--- config.mk ---
export PLATFORM = sky130hd
export DESIGN_NAME = fft_apb_master
export DESIGN_NICKNAME = d
export VERILOG_FILES = /design/src/rtl/fft_apb_master.sv
export SDC_FILE = /design/constraint.sdc
export NUM_CORES = 1
export LEC_CHECK = 0
export BUFFER_PORTS_ARGS = -buffer_cell sky130_fd_sc_hd__buf_4
export CAP_MARGIN = 20
export CORE_AREA = 2 2 115 117
export DETAILED_ROUTE_END_ITERATION = 6
export DIE_AREA = 0 0 117 119
export PLACE_DENSITY = 0.67
export SLEW_MARGIN = 5
export SYNTH_ARGS = -nofsm -noshare
export SYNTH_HDL_FRONTEND = slang
export SYNTH_SLANG_ARGS = --single-unit
--- constraint.sdc ---
create_clock -name pclk_i -period 1.9 [get_ports pclk_i]
set_input_delay 0.285 -clock pclk_i [delete_from_list [all_inputs] [get_ports pclk_i]]
set_output_delay 0.285 -clock pclk_i [all_outputs]
set_load 0.01 [all_outputs]
--- src/rtl/fft_apb_master.sv ---
// fft_apb_master: command/response front end driving a single APB initiator.
// Define FFT_APB_TIMEOUT_EN to abort ACCESS phases after TIMEOUT_CYCLES wait cycles.
module fft_apb_master #(
    parameter int APB_ADDR_WIDTH = 16,
    parameter int TIMEOUT_CYCLES = 255
) (
    input  logic                      pclk_i,
    input  logic                      preset_n_i,
    input  logic                      cmd_valid_i,
    output logic                      cmd_ready_o,
    input  logic                      cmd_write_i,
    input  logic [APB_ADDR_WIDTH-1:0] cmd_addr_i,
    input  logic [31:0]               cmd_wdata_i,
    output logic                      rsp_valid_o,
    input  logic                      rsp_ready_i,
    output logic [31:0]               rsp_rdata_o,
    output logic                      rsp_err_o,
    output logic                      psel_o,
    output logic                      penable_o,
    output logic                      pwrite_o,
    output logic [APB_ADDR_WIDTH-1:0] paddr_o,
    output logic [31:0]               pwdata_o,
    input  logic [31:0]               prdata_i,
    input  logic                      pready_i
);
    typedef enum logic [1:0] {IDLE, SETUP, ACCESS, RESP} state_t;

    if (TIMEOUT_CYCLES < 1 || TIMEOUT_CYCLES > 255) begin : g_bad_timeout
        $error("TIMEOUT_CYCLES must be in 1..255");
    end

    state_t                    state, state_nx;
    logic [APB_ADDR_WIDTH-1:0] addr_q;
    logic [31:0]               wdata_q, rdata_q;
    logic                      write_q, accept, done, timeout;

    assign accept = state == IDLE && cmd_valid_i;
    assign done   = state == ACCESS && (pready_i || timeout);

`ifdef FFT_APB_TIMEOUT_EN
    logic [7:0] cnt;
    logic       err_q;
    assign timeout   = cnt == 8'(TIMEOUT_CYCLES - 1);
    assign rsp_err_o = err_q;
    always_ff @(posedge pclk_i or negedge preset_n_i) begin
        if (!preset_n_i) begin
            cnt   <= '0;
            err_q <= 1'b0;
        end else begin
            if (state == SETUP) cnt <= '0;
            else if (state == ACCESS && !pready_i) cnt <= cnt + 8'd1;
            // pready_i on the final counted cycle still completes normally
            if (done) err_q <= !pready_i;
        end
    end
`else
    assign timeout   = 1'b0;
    assign rsp_err_o = 1'b0;
`endif

    always_ff @(posedge pclk_i or negedge preset_n_i) begin
        if (!preset_n_i) state <= IDLE;
        else state <= state_nx;
    end

    always_comb begin
        state_nx = state;
        case (state)
            IDLE:    state_nx = cmd_valid_i ? SETUP : IDLE;
            SETUP:   state_nx = ACCESS;
            ACCESS:  state_nx = done ? RESP : ACCESS;
            default: state_nx = rsp_ready_i ? IDLE : RESP;
        endcase
    end

    always_ff @(posedge pclk_i or negedge preset_n_i) begin
        if (!preset_n_i) begin
            addr_q  <= '0;
            wdata_q <= '0;
            write_q <= 1'b0;
            rdata_q <= '0;
        end else begin
            if (accept) begin
                addr_q  <= cmd_addr_i;
                wdata_q <= cmd_wdata_i;
                write_q <= cmd_write_i;
            end
            if (done) rdata_q <= (write_q || !pready_i) ? '0 : prdata_i;
        end
    end

    assign cmd_ready_o = state == IDLE;
    assign psel_o      = state == SETUP || state == ACCESS;
    assign penable_o   = state == ACCESS;
    assign rsp_valid_o = state == RESP;
    assign rsp_rdata_o = rdata_q;
    assign paddr_o     = state == IDLE ? '0 : addr_q;
    assign pwdata_o    = state == IDLE ? '0 : wdata_q;
    assign pwrite_o    = state != IDLE && write_q;
endmodule

==> metrics.md, run 1 <==
| Metric | Value |
|---|---|
| Antenna fix cells | `0` |
| Pre-CTS WS | `about 0.4 ns` |
| Clock sink total | `83` |
| Post-Layout Cell Count | `about 630` |
| Layout cells sized above 1 | `between 60% and 70%` |
| DIE HEIGHT | `around 120 um` |
| # rows | `42` |
| Worst Skew | `between 0.005 and 0.006 ns` |
| TritonCTS clock tree | `yes` |
| GRT Overall Usage | `around an eighth` |
| Vias | `roughly 2700` |
| Worst Path Max Fanout | `26` |
| Nets | `~530` |
| Kind of cell adding the most delay to the critical path | `buffers and inverters` |
| Synth cell types | `17` |
| Post-route setup TNS | `0 ns` |
| Fmax | `roughly 560 MHz` |
| Clk root buf | `clkbuf_16` |
| RePlAce Congestion | `about 0.74` |
| Setup violators final | `0` |
| Initial antenna violation count | `0` |
| Largest family of logic cells by synthesized area | `multiplexers` |
| Sequential element share of the synthesized area | `between 50% and 60%` |
| Status | `finished clean` |
| First-pass GRT wire length | `between 10 and 15 mm` |
| Clk slew on worst S/H paths | `around 0.06 ns` |
| DRT Pass-1 Iters | `4` |
| Crit path capture type | `output pin` |
| DP Cell Count | `608` |
| Flop2flop setup slack | `around 0.34 ns` |
| CP max-delay cell | `dfrtp_1` |
| Total Power | `0.009381 W` |
| Post-DR vias/cell | `~4.3` |
| Mapped Nets | `between 300 and 400` |
| Hold Path Depth | `2` |
| Max stage delay on crit path | `about 0.41 ns` |
| CTS max path bufs | `2` |
| I/O pins | `approximately 170` |
| XOR/XNOR Fraction of Synth Area | `0%` |
| RSZ-0062 raised after global routing | `no` |
| Post-Synth Simple-Gate Area | `around 15%` |
| Dpl hpwl | `just over 6 mm` |
| Die width | `117 um` |
| Vias in the first global route | `approximately 2800` |
| YS warnings | `0` |
| Die area | `about 14000 sq um` |
| CP startpoint kind | `flip-flop` |
| Global route total overflow | `0` |
| Crit Path Class | `flip-flop to output pin` |
| Core footprint | `~13000 sq um` |
| Routed wire length | `approximately 8.9 mm` |
| WP data arrival | `approximately 1.5 ns` |
| Drt drc | `0` |
| Final worst slack | `~0.11 ns` |
| Hold path start | `rsp_ready_i` |
| Worst slew pin tran | `about 0.56 ns` |
| Buf/Inv on CP | `3` |
| Rel. slew slack | `62.83%` |
| Starting DRT DRC Count | `63` |
| Post-Synth Adder-Cell Area | `1.005%` |
| Hold Vio Cnt, Final | `0` |
| Cts repair resizes | `0` |
| Worst R2R End | `addr_q[1]` |
| Post-synthesis mux area share | `about 26%` |
| CTS H-Tree Depth | `3` |
| Synth Register Bits | `83` |
| Worst EP required | `~1.6 ns` |
| TritonCTS Buffers | `9` |
| Antenna Nets Post-Route | `0` |
| Post-synthesis average cell area | `roughly 14 sq um` |
| Finished Cell Area | `5528 sq um` |
| Synth-to-Final Area Change | `48.01%` |
| Synth Instances | `~270` |
| Final critical-path required period | `about 1.8 ns` |
| Post-synthesis compound-gate area fraction | `less than 1%` |
| Hold Crit Class | `input port to flip-flop` |
| Post-synthesis cell area | `between 3000 and 4000 sq um` |
| Worst-Skew Late Latency | `between 0.3 and 0.4 ns` |
| Largest net degree at the start of global routing | `52` |
| Critical-path cell list | `inv_1, ha_2, buf_12, nor2b_1, buf_4` |
| Routed WL per cell | `~14 um` |
| Hold Path Sink | `state[0]` |
| VDD IR max | `~0.00066 V` |
| Leak pwr | `2.757 nW` |
| R2R cell count | `5` |
| Initial Utilization | `about 29%` |
| Max_cap viols | `0` |
| Pwr/cell area | `1697 nW/um^2` |
| Tcrit/Tclk final | `between 90% and 100%` |
| Slew Viols, Final | `0` |
| Post-DP Area | `5231 sq um` |
| Port bufs | `170` |
| Critical register-to-register path startpoint | `state[1]` |
[kinds of logic after synthesis]
kind of cell             after synthesis
buffers and inverters                 20
other                                  1
AO/OA/AOI/OAI                          2
AND/OR/NAND/NOR                       83
multiplexers                          82
flip-flops                            83
adder cells (fa/ha/maj)                3
[worst reg2reg max path: stages, from the launching register on]
cell	delay [ns]
dfrtp_1	0.39
inv_1	0.07
ha_2	0.22
nand2_2	0.09
buf_12	0.27
mux2_2	0.41
[sequential cells by signal (all words and copies together), names as in the netlist]
| register | count |
|---|---|
| state | 2 |
| write_q | 1 |
| rsp_rdata_o | 32 |
| wdata_q | 32 |
| addr_q | 16 |
[how the worst max path moves through the flow]
stage             start              to  slack (ns)  depth (start not counted)
2_1_floorplan  state[0]     wdata_q[21]        0.37                          6
3_3_place_gp   state[0]  rsp_rdata_o[4]        0.45                          5
3_5_place_dp   state[1]       addr_q[1]        0.40                          5
4_1_cts        state[0]     pwdata_o[7]        0.06                          5
5_1_grt        state[1]    pwdata_o[28]        0.02                          5
6_report       state[1]    pwdata_o[30]        0.11                          5
[cells in the final DEF, fill, tap and decap left out, drive strengths merged]
| master | count |
|---|---|
| buf | 175 |
| dfrtp | 83 |
| a221oi | 1 |
| clkbuf | 13 |
| nand2 | 2 |
| conb | 1 |
| inv | 3 |
| ha | 3 |
| nor2b | 61 |
| clkinv | 3 |
| and2b | 20 |
| mux2 | 81 |
| dlygate4sd3 | 1 |
| a21oi | 1 |
| mux2i | 1 |
[cells in the mapped netlist]
library cell,number,area [sq um]
dfrtp_1,83,2077
mux2_2,71,799.5
nor2b_1,61,381.6
and2b_1,20,150.1
mux2_4,10,150.1
clkbuf_1,8,30.03
buf_2,6,30.03
ha_1,3,37.54
inv_1,3,11.26
buf_6,2,22.52
a21oi_1,1,5.000
a221oi_1,1,8.760
buf_4,1,7.510
conb_1,1,3.750
mux2i_1,1,10.01
nand2_1,1,3.750
nand2_2,1,6.260
[metrics by stage]
step                hold slack [ns]  util (%)
floorplan                  -0.01059         -
global route                 0.1305     42.93
CTS                          0.1151     42.74
detailed placement           0.3107     40.63
global placement             0.3041     40.63
finish                       0.1376     42.93
[metal layers]
layer	track usage [%]	wire length [um]
met1	15.12	3793
met2	20.66	4399
met3	3.308	497
met4	6.765	233
met5	0	0
[what timing repair did]
item / 4_1_cts / 5_1_grt
endpoints found under the hold margin: 40 / 0
buffers inserted: 0 / 0
hold buffers: 1 / 0
setup endpoints to repair: 0 / 22
[area by class of cell]
class | instances | area (sq um)
flip-flops and latches | 83 | 2077
inverters | 3 | 11.26
repair buffers | 177 | 1399
multi-input cells | 171 | 1559
well taps | 176 | 220.2
fillers | 1238 | 7347
clock buffers | 12 | 246.5
clock inverters | 3 | 15.01
[power breakdown]
group	internal, W	leakage (nW)	switching, W
logic	0.00280	1.61	0.00202
clock network	0.000907	0.132	0.000653
registers	0.00262	1.01	0.000386
No activity file was read; power rests on OpenSTA's default activity.
==> run 2, diff against run 1 <==
- SETUP_SLACK_MARGIN: default -> 0.4
==> run 2 against run 1 <==
  * Non-clock buffer count is 16 higher
  * Worst hold slack better by 0.00068 ns
  * Sequential cell count stayed put
  * Worst setup slack better by 0.064 ns
  * Utilization is 3.8 points higher
  * Combinational power is 18% higher
  * Final cell count is 2.7% higher
  * Largest cell class unchanged
==> metrics.md, run 2 (same netlist as run 1, synthesis figures left out) <==
| Metric | Value |
|---|---|
| Antenna fix cells | `0 (unchanged)` |
| Pre-CTS WS | `0.3695 ns (-0.02800 ns)` |
| Global route total overflow | `0 (unchanged)` |
| Clk slew on worst S/H paths | `0.06 ns (about the same)` |
| Initial antenna violation count | `0 (unchanged)` |
| Largest net degree at the start of global routing | `41 (-21%)` |
| Pwr/cell area | `1766 nW/um^2 (+4.0%)` |
| Met3 routed WL | `534 um (+7.4%)` |
| Routed WL per cell | `16.48 um (+15%)` |
| WP data arrival | `1.44 ns (-0.06 ns)` |
| CP max-delay cell | `dfrtp_1` |
| Worst Skew | `0.007374 ns (+0.001710 ns)` |
| TritonCTS Buffers | `9 (unchanged)` |
| Comb power frac | `53.2% (+1.9 points)` |
| Antenna Nets Post-Route | `0 (unchanged)` |
| Die width | `117 um (unchanged)` |
| Final worst slack | `0.1755 ns (+0.06412 ns)` |
| Fill count | `1179 (-4.8%)` |
| Dpl hpwl | `6.312 mm (+2.3%)` |
| Buf/Inv on CP | `3 (unchanged)` |
| Metal2 WL | `5.346 mm (+22%)` |
| Vias | `2779 (+3.8%)` |
| Leak pwr | `2.982 nW (+8.2%)` |
| Drt drc | `0 (unchanged)` |
| Met1 wire length | `4.408 mm (+16%)` |
| Setup violators final | `0 (unchanged)` |
| Hold Vio Cnt, Final | `0 (unchanged)` |
| DP Cell Count | `609 (+0.16%)` |
| VDD IR max | `0.0006300 V (-4.6%)` |
| P_sw | `0.003437 W (+12%)` |
| Sequential share of power | `28.7% (-3.4 points)` |
| TritonCTS clock tree | `yes` |
| Tcrit/Tclk final | `90.77% (-3.4 points)` |
| Clk root buf | `clkbuf_16` |
| Slew Viols, Final | `0 (unchanged)` |
| CTS max path bufs | `2 (unchanged)` |
| Post-route setup TNS | `0 ns (unchanged)` |
| DRT Pass-1 Iters | `3 (-1)` |
| Clock Power Share | `18.1% (+1.5 points)` |
| Most common cell after layout, fill and taps aside | `buf_4` |
| CP startpoint kind | `flip-flop` |
| Critical-path cell list | `inv_2, ha_4, clkbuf_16, nor2b_1, buf_4` |
| RePlAce Congestion | `0.7044 (-4.4%)` |
| Max_cap viols | `0 (unchanged)` |
| Kind of cell adding the most delay to the critical path | `buffers and inverters` |
| Most frequent cells in the layout | `174 x buf_4, 83 x dfrtp_1, 71 x mux2_2` |
| Initial Utilization | `29.01% (unchanged)` |
| Max stage delay on crit path | `0.39 ns (-0.02 ns)` |
| Fmax | `579.9 MHz (+3.7%)` |
| GRT Overall Usage | `14.46% (+1.8 points)` |
| Crit Path Class | `flip-flop to output pin` |
| # rows | `42 (unchanged)` |
| Clock sink total | `83 (unchanged)` |
| CTS H-Tree Depth | `3 (unchanged)` |
| Sw frac | `32.32% (-0.26 points)` |
| DIE HEIGHT | `119 um (unchanged)` |
| Worst Path Max Fanout | `12 (-54%)` |
| I/O pins | `172 (unchanged)` |
| Hold Crit Class | `input port to flip-flop` |
| Layout cells sized above 1 | `65.67% (+5.1 points)` |
| Die area | `13920 sq um (unchanged)` |
| Post-DR vias/cell | `4.329 (+1.1%)` |
| Port bufs | `170 (unchanged)` |
| Worst EP required | `1.62 ns (about the same)` |
| Nets | `550 (+3.0%)` |
| Core footprint | `12870 sq um (unchanged)` |
| RSZ-0062 raised after global routing | `yes` |
| Synth-to-Final Area Change | `61.21%` |
| Worst-Skew Late Latency | `0.34 ns (about the same)` |
| Highest metal used | `met4` |
| Crit path capture type | `output pin` |
| Routed wire length | `10.58 mm (+19%)` |
| Starting DRT DRC Count | `89 (+41%)` |
| Final critical-path required period | `1.725 ns (-0.06412 ns)` |
| Post-layout util | `46.76% (+3.8 points)` |
| Status | `finished clean` |
| Post-Layout Cell Count | `642 (+2.7%)` |
| Vias in the first global route | `2983 (+5.1%)` |
| First-pass GRT wire length | `15.16 mm (+11%)` |
| Internal | `0.007195 W (+14%)` |
| Flop2flop setup slack | `0.22 ns (-0.12 ns)` |
==> run 2: through the flow <==
stage / power, W / hold WS (ns) / cell area [sq um]
2_1_floorplan: 0.005627 / -0.01059 / 3737
6_report: 0.01063 / 0.1382 / 6021
4_1_cts: 0.01044 / 0.1112 / 5858
3_5_place_dp: 0.007868 / 0.1591 / 5251
3_3_place_gp: 0.007736 / 0.1587 / 5251
5_1_grt: 0.01126 / 0.1282 / 6021
==> run 2: cell type report <==
cell class	instances	area, sq um	share of cell area, %
Sequential cell	83	2077	34.50
Timing Repair Buffer	193	1754	29.14
Clock buffer	10	239.0	3.969
Inverter	3	11.26	0.1870
Tap cell	176	220.2	3.658
Clock inverter	6	88.84	1.475
Multi-Input combinational cell	171	1630	27.08
==> run 2: layer usage <==
| layer | track usage, % | vias to the layer above |
|---|---|---|
| li1 | - | 1285 |
| met1 | 17.13 | 1380 |
| met2 | 24.21 | 93 |
| met3 | 3.511 | 21 |
| met4 | 7.132 | 0 |
| met5 | 0 | - |
==> run 2: final timing paths <==
kind	start	end	depth (start not counted)
setup / recovery	state[0]	pwrite_o	5
hold / removal	rsp_ready_i	state[1]	2
setup reg to reg	state[0]	wdata_q[23]	6
hold reg to reg	wdata_q[4]	wdata_q[4]	1
max in group asynchronous	preset_n_i	rsp_rdata_o[20]	3
min in group asynchronous	preset_n_i	wdata_q[14]	2
==> run 2: power groups by stage <==
stage / Clock, W / Sequential, W / Combinational, W
floorplan: 0 / 0.00308 / 0.00255
global placement: 0 / 0.00303 / 0.00471
detailed placement: 0 / 0.00306 / 0.00480
CTS: 0.00197 / 0.00304 / 0.00542
global route: 0.00204 / 0.00316 / 0.00606
finish: 0.00192 / 0.00305 / 0.00566
==> run 2: what timing repair did <==
action	4_1_cts	5_1_grt
setup endpoints to repair	90	133
pin swaps	1	1
resized for setup	13	15
setup buffers	4	0
endpoints found under the hold margin	14	0
gates cloned	7	5
hold buffers	1	0
